===== config.mk =====
export PLATFORM = sky130hd
export DESIGN_NAME = oled_fb_stream
export DESIGN_NICKNAME = d
export VERILOG_FILES = /design/src/rtl/oled_pkg.sv /design/src/rtl/oled_fb_stream.sv
export SDC_FILE = /design/constraint.sdc
export NUM_CORES = 1
export LEC_CHECK = 0
export ABC_CLOCK_PERIOD_IN_PS = 3000
export BUFFER_PORTS_ARGS = -buffer_cell sky130_fd_sc_hd__buf_4
export CAP_MARGIN = 30
export CORE_ASPECT_RATIO = 1.5
export CORE_MARGIN = 3
export CORE_UTILIZATION = 25
export DETAILED_ROUTE_END_ITERATION = 12
export HOLD_SLACK_MARGIN = 0.15
export PLACE_DENSITY_LB_ADDON = 0.1
export RECOVER_POWER = 25
export SLEW_MARGIN = 20
export SYNTH_ARGS = -nofsm -noshare
export SYNTH_HDL_FRONTEND = slang
export SYNTH_SLANG_ARGS = --single-unit

===== constraint.sdc =====
create_clock -name clk -period 3 [get_ports clk]
set_input_delay 0.15 -clock clk [delete_from_list [all_inputs] [get_ports clk]]
set_output_delay 0.15 -clock clk [all_outputs]
set_load 0.02 [all_outputs]

===== src/rtl/oled_pkg.sv =====
// Shared opcodes, state encoding and command-sequence length for the OLED
// framebuffer streamer.
package oled_pkg;

  localparam logic [7:0] CMD_SET_COLUMN = 8'h15;
  localparam logic [7:0] CMD_SET_ROW    = 8'h75;
  localparam logic [7:0] CMD_WRITE_RAM  = 8'h5C;

  localparam int unsigned CMD_LEN   = 7;
  localparam int unsigned CMD_IDX_W = 3;

  typedef enum logic [2:0] {
    IDLE,
    CMD,
    FETCH,
    HI,
    LO,
    DONE
  } state_e;

endpackage


===== src/rtl/oled_fb_stream.sv =====
// Streams one full RGB565 frame from a synchronous-read framebuffer to an OLED
// byte bus: a 7-byte window/write command prefix, then high/low byte per pixel.
module oled_fb_stream
  import oled_pkg::*;
#(
  parameter int WIDTH      = 128,
  parameter int HEIGHT     = 128,
  parameter int ADDR_WIDTH = 14
) (
  input  logic                  clk,
  input  logic                  rst,
  input  logic                  start,
  output logic                  busy,
  output logic                  done,
  output logic [ADDR_WIDTH-1:0] fb_addr,
  input  logic [15:0]           fb_dout,
  output logic                  out_valid,
  input  logic                  out_ready,
  output logic                  out_dc,
  output logic [7:0]            out_data
);

  localparam logic [ADDR_WIDTH-1:0] LAST_PIX = ADDR_WIDTH'(WIDTH * HEIGHT - 1);
  localparam logic [CMD_IDX_W-1:0]  LAST_CMD = CMD_IDX_W'(CMD_LEN - 1);

  state_e                 state_q;
  logic                   busy_q;
  logic                   done_q;
  logic                   out_valid_q;
  logic                   out_dc_q;
  logic [7:0]             out_data_q;
  logic [CMD_IDX_W-1:0]   cmd_idx_q;
  logic [ADDR_WIDTH-1:0]  pix_cnt_q;
  logic [ADDR_WIDTH-1:0]  pix_cnt_d;
  logic [15:0]            pixel_q;
  logic                   xfer;

  // Returns {dc, byte} for each position of the column/row window prefix.
  function automatic logic [8:0] cmd_entry(input logic [CMD_IDX_W-1:0] idx);
    logic [8:0] e;
    case (idx)
      3'd0:    e = {1'b0, CMD_SET_COLUMN};
      3'd1:    e = {1'b1, 8'h00};
      3'd2:    e = {1'b1, 8'(WIDTH - 1)};
      3'd3:    e = {1'b0, CMD_SET_ROW};
      3'd4:    e = {1'b1, 8'h00};
      3'd5:    e = {1'b1, 8'(HEIGHT - 1)};
      default: e = {1'b0, CMD_WRITE_RAM};
    endcase
    return e;
  endfunction

  assign xfer = out_valid_q & out_ready;

  // The framebuffer read is registered, so the address leads the counter by one
  // cycle: the pixel is already on fb_dout during FETCH and is latched into HI.
  always_comb begin
    // NOTE: default assignment first keeps this block latch-free.
    pix_cnt_d = pix_cnt_q;
    if (state_q == LO && xfer) begin
      pix_cnt_d = (pix_cnt_q == LAST_PIX) ? '0 : pix_cnt_q + 1'b1;
    end
  end

  always_ff @(posedge clk) begin
    // NOTE: non-blocking assignments only, so every register sees pre-edge values.
    if (rst) begin
      state_q     <= IDLE;
      busy_q      <= 1'b0;
      done_q      <= 1'b0;
      out_valid_q <= 1'b0;
      out_dc_q    <= 1'b0;
      out_data_q  <= 8'h00;
      cmd_idx_q   <= '0;
      pix_cnt_q   <= '0;
      pixel_q     <= '0;
    end else begin
      done_q    <= 1'b0;
      pix_cnt_q <= pix_cnt_d;
      case (state_q)
        IDLE: begin
          if (start) begin
            state_q                <= CMD;
            busy_q                 <= 1'b1;
            cmd_idx_q              <= '0;
            out_valid_q            <= 1'b1;
            {out_dc_q, out_data_q} <= cmd_entry('0);
          end
        end
        CMD: begin
          if (xfer) begin
            if (cmd_idx_q == LAST_CMD) begin
              state_q     <= FETCH;
              out_valid_q <= 1'b0;
            end else begin
              cmd_idx_q              <= cmd_idx_q + 1'b1;
              {out_dc_q, out_data_q} <= cmd_entry(cmd_idx_q + 1'b1);
            end
          end
        end
        FETCH: begin
          state_q     <= HI;
          pixel_q     <= fb_dout;
          out_valid_q <= 1'b1;
          out_dc_q    <= 1'b1;
          out_data_q  <= fb_dout[15:8];
        end
        HI: begin
          out_data_q <= xfer ? pixel_q[7:0] : pixel_q[15:8];
          if (xfer) state_q <= LO;
        end
        LO: begin
          if (xfer) begin
            out_valid_q <= 1'b0;
            if (pix_cnt_q == LAST_PIX) begin
              state_q <= DONE;
              busy_q  <= 1'b0;
              done_q  <= 1'b1;
            end else begin
              state_q <= FETCH;
            end
          end
        end
        DONE: begin
          state_q   <= IDLE;
          cmd_idx_q <= '0;
        end
        default: state_q <= IDLE;
      endcase
    end
  end

  assign busy      = busy_q;
  assign done      = done_q;
  assign fb_addr   = pix_cnt_d;
  assign out_valid = out_valid_q;
  assign out_dc    = out_dc_q;
  assign out_data  = out_data_q;

endmodule


==> impl_summary.md <==
Status
The run finished with clean final reports.

Synthesis
The predominant post-synthesis flop cell is dfxtp_1. After synthesis, the share of flip-flops with an asynchronous set or reset is 0. The share of synthesized area occupied by flip-flops and latches is 0.3810. The summed instance area of the synthesized netlist is 2522 sq um. Averaged over all synthesized cells, the footprint is 7.737 sq um. The unique cell type count in the Yosys netlist is 49. The Yosys step of the flow raised 0 warnings.

The synthesized instance count is 326. Counting flops with a built-in enable in the synthesized netlist gives 0. The net count after synthesis is 352.

The register bit count reported by yosys is 48.

Timing
Setup violations remaining at the end of the flow were counted as 0. The total negative setup slack is 0 ns. The final critical-path share of the clock period is 0.8380. The measured slew at the worst slew-check pin is 0.7969 ns. Static timing analysis puts the maximum clock frequency at 397.8 MHz.

The final worst hold slack is 0.1693 ns. Setup repair after global routing left no endpoint under its margin. The number of endpoints with negative hold slack in the final report is 0.

The smallest clock period supported by the final layout is computed as 2.514 ns. In this run the tightest slew margin relative to its limit is 0.4675. The final max-slew violation count is 0. The clock arrives with 0.003956 ns of skew.

Cells and area
The layout overhead on the synthesized area is 26.54%. The top cell types in the final layout, fill and taps aside, are 60 x nand2_1, 48 x dfxtp_1, 39 x a21oi_1, 36 x buf_4, 33 x nor2_1. In the final layout, the share of cells above drive strength 1 is 0.1516. The number of antenna diodes in the final layout is 0. Leaving out fill and tap cells, the most frequent cell in the layout is nand2_1.

The net count of the finished layout is 401. Measured on the finished design, the core utilization comes to 0.3276. The final cell count without fillers is 491.

Floorplan
The width of the chip is 88.02 um. The count of pins on the block boundary is 46. The height of the die is 129.0 um. The initial cell density of the core is 0.2589. The floorplan step defined a die boundary enclosing 11360 sq um. Row generation in the floorplan step produced 44 rows. The total area inside the core boundary comes to 9744 sq um.

Drt
The via count of the routed design is 2447. The final routed wire length divided by cell count is 15.33 um. The number of iterations in the first detailed-routing pass is 4. For this block, the initial DRC count from the detailed router was 116.

The final layout contains routed wiring with a total length of 7526 um. Once detail routing completed, the nets flagged for antenna violations numbered 0. After detailed routing, the number of vias per cell comes to 4.984. The DRC violations left is 0.

Global route
The sum of overflow across all layers after global routing is 0. For this run, the total global-route usage over all layers was measured as 0.1401. The number of antenna violations at the first check in global routing is 0. The via count of the first global-routing pass is 2359. The global-route wire length before repair is 12300 um. The largest net degree at the start of global routing is 43.

Power
The net switching power figure is 867.8 uW. The clock share of power is 0.267. In this run the power density over the cells is 691.5 nW/um^2.

The analysis attributes to cell leakage a power of 1.210 nW. The combinational share of power is 0.351. The switching share of power is 0.3932. The highest ir drop seen on vdd is 0.2816 mV. The relative contribution of sequential cells to total power is 0.382. Internal power comes to 1.339 mW.

CTS
Gates resized during post-CTS repair numbered 0. The clock-pin slew reported for the worst setup and hold paths after clock tree synthesis is 0.07 ns. The maximum clock path buffer count is 2. The clock tree root driver cell is clkbuf_16.

The clock latency at the later pin of the worst-skew pair is 0.29 ns. The number of buffers created by CTS is 5. The count of H-tree levels built during CTS is 2. The CTS sink count is 48. The clock tree from TritonCTS is built.

Placed design
Routability-driven placement finished with a final weighted congestion of 0.8489. Input and output buffers added on the ports amount to 45. Once placement completed, the tool counted placed cells totaling 469.

The detailed-placement wirelength estimate is 5467 um.

Critical path
The critical setup path kind is reg2out. The worst-path maximum fanout is 18. The end of the worst register-to-register path is out_data[1]$_SDFFE_PP0P_. Data on the critical path arrives at its endpoint at 2.36 ns. STA classifies the critical path endpoint as an output port.

The worst-case reg-to-reg path depth is 7. The timing startpoint of the critical path is state_q[1]$_SDFFE_PP0P_. The data required time of the critical path is 2.85 ns. For flop-to-flop paths, the worst setup slack is 0.89 ns. The worst setup path is launched from a flop. The launching point of the worst reg2reg path is cmd_idx_q[0]$_SDFFE_PP0P_.

Job
Max-cap violations in this run came to 0.

Min path
The worst hold path cell count is 3. The destination of the worst hold path is pixel_q[10]$_SDFFE_PP0N_. The type of the worst min-delay path is in2reg. The beginning of the worst hold path is fb_dout[10].
==> cell usage after synthesis (5+ instances only) <==
cell | instances | area (sq um)
a21oi_1 | 39 | 195.2
a311oi_1 | 5 | 43.79
a31oi_1 | 7 | 43.79
clkbuf_1 | 14 | 52.55
dfxtp_1 | 48 | 960.9
ha_1 | 6 | 75.07
inv_1 | 6 | 22.52
nand2_1 | 60 | 225.2
nand3_1 | 7 | 35.03
nand4_1 | 6 | 37.54
nor2_1 | 33 | 123.9
nor2b_1 | 8 | 50.05
nor3_1 | 9 | 45.04
o21ai_0 | 9 | 45.04
or2_2 | 5 | 31.28
xnor2_1 | 6 | 52.55
xor2_1 | 5 | 43.79
==> registers in the layout, indices dropped and copies added, names as in the netlist <==
| name | count |
|---|---|
| state_q | 3 |
| cmd_idx_q | 3 |
| busy | 1 |
| pix_cnt_q | 14 |
| out_valid | 1 |
| done | 1 |
| out_data | 8 |
| pixel_q | 16 |
| out_dc | 1 |
==> worst max-delay path by stage <==
stage / slack (ns) / cells after the start / to
global placement: 0.76 / 5 / fb_addr[0]
CTS: 0.43 / 5 / fb_addr[0]
finish: 0.49 / 5 / fb_addr[0]
floorplan: 1.0 / 7 / pix_cnt_q[0]$_SDFF_PP0_
detailed placement: 0.76 / 5 / fb_addr[0]
global route: 0.31 / 6 / fb_addr[9]
==> area by class of cell <==
type / instances / area (sq um)
fillers: 1074 / 6553
inverters: 6 / 22.52
clock buffers: 6 / 138.9
clock inverters: 2 / 13.76
flip-flops and latches: 48 / 960.9
well taps: 115 / 143.9
multi-input cells: 252 / 1456
repair buffers: 62 / 455.4
==> metal layers <==
layer | track usage | routed length (um) | vias to the layer above | part of all wire
met5 | 0 | 0 | - | 0
met4 | 0.05249 | 95 | 0 | 0.013
met3 | 0.02735 | 259 | 4 | 0.034
met2 | 0.2562 | 4101 | 45 | 0.54
met1 | 0.1576 | 3070 | 1156 | 0.41
li1 | - | - | 1242 | -
==> metrics by stage <==
stage          total power, mW  cell area (sq um)  setup slack, ns
6_report                 2.207               3192           0.4859
3_5_place_dp             1.666               2944           0.7616
3_3_place_gp             1.664               2944           0.7647
2_1_floorplan            1.396               2522           0.9957
5_1_grt                  2.372               3192           0.3126
4_1_cts                  2.282               3237           0.4282
==> critical path, cell delays in order (launching register included) <==
cell and delay [ns]:
dfxtp_1 0.49, or3b_1 0.56, nor2_1 0.37, o21ai_0 0.19, o21ai_0 0.26, buf_4 0.19
==> power by group through the flow <==
stage	clock, mW	sequential (mW)	combinational, mW
global route	0.642	0.864	0.866
finish	0.589	0.844	0.774
CTS	0.613	0.850	0.819
global placement	0	0.863	0.801
detailed placement	0	0.864	0.801
floorplan	0	0.854	0.542
==> cell families after synthesis <==
kind of cell | share of synthesized area
adder cells (fa/ha/maj) | 0.02976
AND/OR/NAND/NOR | 0.2798
flip-flops | 0.3810
XOR/XNOR | 0.04464
multiplexers | 0.02034
AO/OA/AOI/OAI | 0.2009
buffers and inverters | 0.04365
==> repair_timing <==
item / in CTS / in global routing
setup buffers: 0 / 0
hold buffers: 14 / 0
hold endpoints to repair: 15 / 0
Power figures use the tool's default switching activity.
